$ cat config.mk
export PLATFORM = sky130hd
export DESIGN_NAME = dmem_lsu
export DESIGN_NICKNAME = d
export VERILOG_FILES = /design/src/rtl/dmem_lsu.sv
export SDC_FILE = /design/constraint.sdc
export NUM_CORES = 1
export LEC_CHECK = 0
export CORE_MARGIN = 8
export CORE_UTILIZATION = 63
export DETAILED_ROUTE_END_ITERATION = 8
export DONT_BUFFER_PORTS = 1
export PLACE_DENSITY = 0.84
export REMOVE_ABC_BUFFERS = 1
export SLEW_MARGIN = 20
export SYNTH_ARGS = -nofsm -noshare
export SYNTH_HDL_FRONTEND = slang
export SYNTH_SLANG_ARGS = --single-unit
$ cat constraint.sdc
create_clock -name clk -period 2.1 [get_ports clk]
set_input_delay 0.315 -clock clk [delete_from_list [all_inputs] [get_ports clk]]
set_output_delay 0.315 -clock clk [all_outputs]
set_load 0.005 [all_outputs]
$ cat src/rtl/dmem_lsu.sv
// Load/store unit: aligns core loads/stores onto a handshaked word bus and
// holds the core with Stall while the bus transaction is outstanding.
module dmem_lsu #(
  parameter int unsigned TIMEOUT = 255
) (
  input  logic        clk,
  input  logic        reset,
  input  logic        MemRead,
  input  logic        MemWrite,
  input  logic [2:0]  Funct3,
  input  logic [31:0] Addr,
  input  logic [31:0] WriteData,
  output logic [31:0] ReadData,
  output logic        Stall,
  output logic        Fault,
  output logic        BusErr,
  output logic        bus_req,
  output logic        bus_we,
  output logic [31:0] bus_addr,
  output logic [3:0]  bus_be,
  output logic [31:0] bus_wdata,
  input  logic        bus_ack,
  input  logic [31:0] bus_rdata
);

  localparam int unsigned CW = 8;

  typedef enum logic [1:0] {IDLE, ACCESS, DONE} state_t;

  state_t        state;
  logic [CW-1:0] cnt;
  logic [1:0]    off_q;
  logic [1:0]    size_q;
  logic          uns_q;

  logic          req_c;
  logic          illegal_c;
  logic          misalign_c;
  logic          start_c;
  logic [3:0]    be_c;
  logic [31:0]   wdata_c;
  logic [31:0]   shifted_c;
  logic [31:0]   ext_c;

  assign req_c = MemRead | MemWrite;

  // Command legality: loads and stores have different Funct3 sets
  always_comb begin
    illegal_c = 1'b0;
    if (MemRead && MemWrite)
      illegal_c = 1'b1;
    else if (MemRead)
      illegal_c = !(Funct3 inside {3'b000, 3'b001, 3'b010, 3'b100, 3'b101});
    else if (MemWrite)
      illegal_c = !(Funct3 inside {3'b000, 3'b001, 3'b010});
  end

  assign misalign_c = ((Funct3[1:0] == 2'b01) && Addr[0]) ||
                      ((Funct3[1:0] == 2'b10) && (Addr[1:0] != 2'b00));

  assign start_c = (state == IDLE) && req_c && !illegal_c && !misalign_c;
  assign Fault   = (state == IDLE) && req_c && (illegal_c || misalign_c);
  assign Stall   = start_c || (state == ACCESS);

  // Byte enables and lane-replicated store data
  always_comb begin
    be_c    = 4'b1111;
    wdata_c = WriteData;
    case (Funct3[1:0])
      2'b00: begin
        be_c    = 4'b0001 << Addr[1:0];
        wdata_c = {4{WriteData[7:0]}};
      end
      2'b01: begin
        be_c    = 4'b0011 << Addr[1:0];
        wdata_c = {2{WriteData[15:0]}};
      end
      default: begin
        be_c    = 4'b1111;
        wdata_c = WriteData;
      end
    endcase
  end

  // Load extraction from the returned word using the captured offset/size
  assign shifted_c = bus_rdata >> {off_q, 3'b000};

  always_comb begin
    ext_c = bus_rdata;
    case (size_q)
      2'b00:   ext_c = uns_q ? {24'b0, shifted_c[7:0]}
                             : {{24{shifted_c[7]}}, shifted_c[7:0]};
      2'b01:   ext_c = uns_q ? {16'b0, shifted_c[15:0]}
                             : {{16{shifted_c[15]}}, shifted_c[15:0]};
      default: ext_c = bus_rdata;
    endcase
  end

  always_ff @(posedge clk) begin
    if (reset) begin
      state     <= IDLE;
      cnt       <= '0;
      off_q     <= 2'b00;
      size_q    <= 2'b00;
      uns_q     <= 1'b0;
      bus_req   <= 1'b0;
      bus_we    <= 1'b0;
      bus_addr  <= '0;
      bus_be    <= '0;
      bus_wdata <= '0;
      ReadData  <= '0;
      BusErr    <= 1'b0;
    end else begin
      case (state)
        IDLE: begin
          BusErr <= 1'b0;
          if (start_c) begin
            state     <= ACCESS;
            cnt       <= '0;
            bus_req   <= 1'b1;
            bus_we    <= MemWrite;
            bus_addr  <= {Addr[31:2], 2'b00};
            bus_be    <= be_c;
            bus_wdata <= wdata_c;
            off_q     <= Addr[1:0];
            size_q    <= Funct3[1:0];
            uns_q     <= Funct3[2];
          end
        end
        ACCESS: begin
          cnt <= cnt + CW'(1);
          if (bus_ack) begin
            if (!bus_we)
              ReadData <= ext_c;
            bus_req <= 1'b0;
            state   <= DONE;
          end else if (cnt == CW'(TIMEOUT - 1)) begin
            bus_req  <= 1'b0;
            ReadData <= '0;
            BusErr   <= 1'b1;
            state    <= DONE;
          end
        end
        DONE: begin
          // The request still presented here is the finished instruction
          BusErr <= 1'b0;
          state  <= IDLE;
        end
        default: state <= IDLE;
      endcase
    end
  end

endmodule

==> results.py <==
metrics = {
    "critical_path": {
        "critPathLaunchType": "register",
        "worstPathRequired_ns": 2.49,
        "worst-setup-path-type": "register to register",
        "cp_num_buf_inv": 2,
        "worst-path-max-fanout": 12,
        "cp_top_family": "buffers and inverters",
        "rrSetupSlack_ns": 0.03,
        "worst_path_max_delay_cell": "dlygate4sd3_1",
        "cp.arrival_ns": 2.46,
        "cpPeakStageDelay_ns": 0.59,
        "end_kind": "register",
        "worstPathCellList": "or3_4, nor2_8, buf_12, a311oi_1, dlygate4sd3_1",
    },
    "drt": {
        "viasPerCell": 7.01,
        "vias": 5473,
        "drt_iter0_drc": 686,
        "ant_nets": 0,
        "totalWireLength_um": 18800,
        "drc": 0,
        "wl_per_cell_um": 24.1,
        "first_pass_iters": 5,
    },
    "cts": {
        "numCtsBuffers": 17,
        "clk_latency_ns": 0.51,
        "htreeDepth": 4,
        "cts.sinks": 116,
        "cts_tree": "done",
        "ctsRootBufferMaster": "clkbuf_8",
        "cts.clk_slew.worst_paths_ns": 0.06,
        "clockBufferDepth": 2,
    },
    "global_routing": {
        "grt_pass1_vias": 5235,
        "grt_pass1_wl_um": 27400,
        "grt_antenna_before_repair": 0,
        "grt_usage_pct": 29.1,
        "grt_max_degree": 99,
        "grt-ovfl-total": 0,
    },
    "sta": {
        "max_slew_margin_pct": 57.2,
        "timing.final.crit_share_pct": 98.5,
        "worstMarginPinSlew_ns": 0.640,
        "hold_slack_ns": 0.0192,
        "timing.fmax_mhz": 484,
        "setup_viol": 0,
        "final_max_slew_viol_count": 0,
        "skew_ns": 0.00684,
        "finalHoldViolations": 0,
        "period_minus_slack_ns": 2.07,
        "tns_ns": 0,
    },
    "power_and_ir_drop": {
        "power_mw": 5.95,
        "p_per_area_mw_per_mm2": 898,
        "power.leakage_nw": 2.33,
        "ir_worst_vdd_mv": 0.671,
    },
    "synth": {
        "synthCells": 632,
        "synth_warnings": 0,
        "synthArstFlopShare_pct": 0,
        "synth-main-ff-cell": "dfxtp_1",
        "syn_avg_cell_area_um2": 8.57,
        "synth_area_mm2": 0.00542,
        "yosysUniqueCellTypes": 55,
        "yosysSeqAreaShare_pct": 42.9,
        "synth_seq_cells": 116,
        "synth_edf_count": 0,
    },
    "finish": {
        "drive_above_1_share_pct": 9.51,
        "area_growth_syn_to_layout_pct": 22.3,
        "seqCellArea_mm2": 0.00232,
        "final_cells": 781,
        "nNetsFinal": 766,
        "design_area_mm2": 0.00662,
        "antenna_cells": 0,
        "fill_cells": 541,
        "multi_input_area_mm2": 0.00275,
    },
    "min_path": {
        "min_path_type": "input pin to register",
    },
    "placed_design": {
        "place_area_mm2": 0.00539,
        "port_buffers": 0,
        "placed_cells": 685,
        "gp_congestion": 0.814,
        "dp_hpwl_um": 10700,
    },
    "outcome": {
        "status": "finished, final reports clean",
    },
    "floorplan": {
        "initial_core_util_pct": 63.6,
        "die_w_um": 109,
        "die_h_um": 109,
        "rows": 34,
        "io_pins": 209,
        "die_area_mm2": 0.0118,
        "core_mm2": 0.00851,
    },
    "flow_run": {
        "maxCapViolCount": 0,
    },
}
==> sequential cells by signal (all words and copies together) (netlist names) <==
register	cells
ReadData	32
bus_wdata	32
bus_addr	30
cnt	8
bus_be	4
off_q	2
size_q	2
state	2
BusErr	1
bus_req	1
bus_we	1
uns_q	1
==> logic make-up (layout without fill, tap and decap cells) <==
kind of cell / after synthesis / after routing / share of synthesized area (%)
xor gates and xnor gates: 1 / 1 / 0.162
buffers and inverters: 77 / 117 / 7.05
DFF: 116 / 116 / 42.9
other: 1 / 2 / 0.0692
adders and majority gates: 2 / 2 / 0.462
AOI/OAI and AO/OA: 266 / 266 / 30.6
and+or+nand+nor: 141 / 141 / 13.3
muxes: 28 / 28 / 5.41
==> routing by layer <==
layer	up-vias	track usage [%]	part of all wire, %
met5	-	0	0
met4	0	12.2	3.0
met3	61	13.7	14
met2	419	48.6	49
met1	2576	31.1	34
li1	2417	-	-
==> cell usage after synthesis, types with 3 or more instances <==
cell type  instances  area, um^2
o2111ai_1          8        70.1
nand3_1           53         265
and2_1             8        50.1
inv_1              8        30.0
nor2b_1           10        62.6
o21ai_0           71         355
a22oi_1           16         120
buf_1              3        11.3
clkbuf_1          42         158
nand2_1           38         143
a32o_1             7        70.1
buf_6              7        78.8
a31oi_1            9        56.3
a211oi_2           5        62.6
mux2i_1           27         270
dfxtp_1          116        2320
nor3_1             4        20.0
nand2b_1           4        25.0
buf_2              7        35.0
buf_4              8        60.1
a311oi_1          11        96.3
a211oi_1           3        22.5
o221ai_1           8        70.1
or3_1              4        25.0
and3_1             3        18.8
a2bb2oi_1          8        70.1
a21oi_1          101         505
o211ai_1           3        22.5
nor2_1             8        30.0
==> cell usage in the layout, fill, tap and decap left out, types with 9 or more instances in the layout <==
master and count:
dfxtp_1 115, a21oi_1 101, o21ai_0 70, dlygate4sd3_1 58, nand3_1 53, nand2_1 38
mux2i_1 27, clkbuf_16 17, a22oi_1 16, a311oi_1 11, nor2b_1 10, buf_4 10
a31oi_1 9
==> where the power goes <==
group	switching (mW)	leakage, nW	internal (mW)	total [mW]
combinational	0.440	1.11	0.334	0.774
clock	1.02	0.277	1.71	2.73
sequential	0.120	0.945	2.32	2.44
==> path summary, 6_finish.rpt <==
check	to	from	cells after the start
setup / recovery	bus_wdata[14]	state[1]	5
hold / removal	ReadData[17]	bus_rdata[17]	2
setup reg to reg	bus_wdata[14]	state[1]	5
hold reg to reg	ReadData[0]	ReadData[0]	2
==> layout make-up <==
| class | instances | share of cell area (%) |
|---|---|---|
| clock buffer | 19 | 6.52 |
| clock inverter | 13 | 2.04 |
| inverter | 9 | 0.510 |
| multi-input combinational | 440 | 41.6 |
| sequential | 116 | 35.1 |
| tap | 108 | 2.04 |
| timing repair buffer | 76 | 12.2 |
==> metrics by stage <==
| stage | utilization [%] | setup WS (ns) |
|---|---|---|
| finish | 77.8 | 0.0325 |
| global route | 77.8 | -0.0170 |
| CTS | 77.0 | 0.0470 |
| detailed placement | 63.3 | 0.0969 |
| global placement | 63.3 | 0.238 |
| floorplan | - | -2.74 |
==> what timing repair did <==
action	4_1_cts	5_1_grt
endpoints found under the setup margin	1	22
buffers inserted	0	3
hold buffers	58	1
hold endpoints to repair	113	1
pin swaps	0	2
resized for setup	1	4
cloned	0	2
Note: power is estimated with default switching activity, not from simulation.
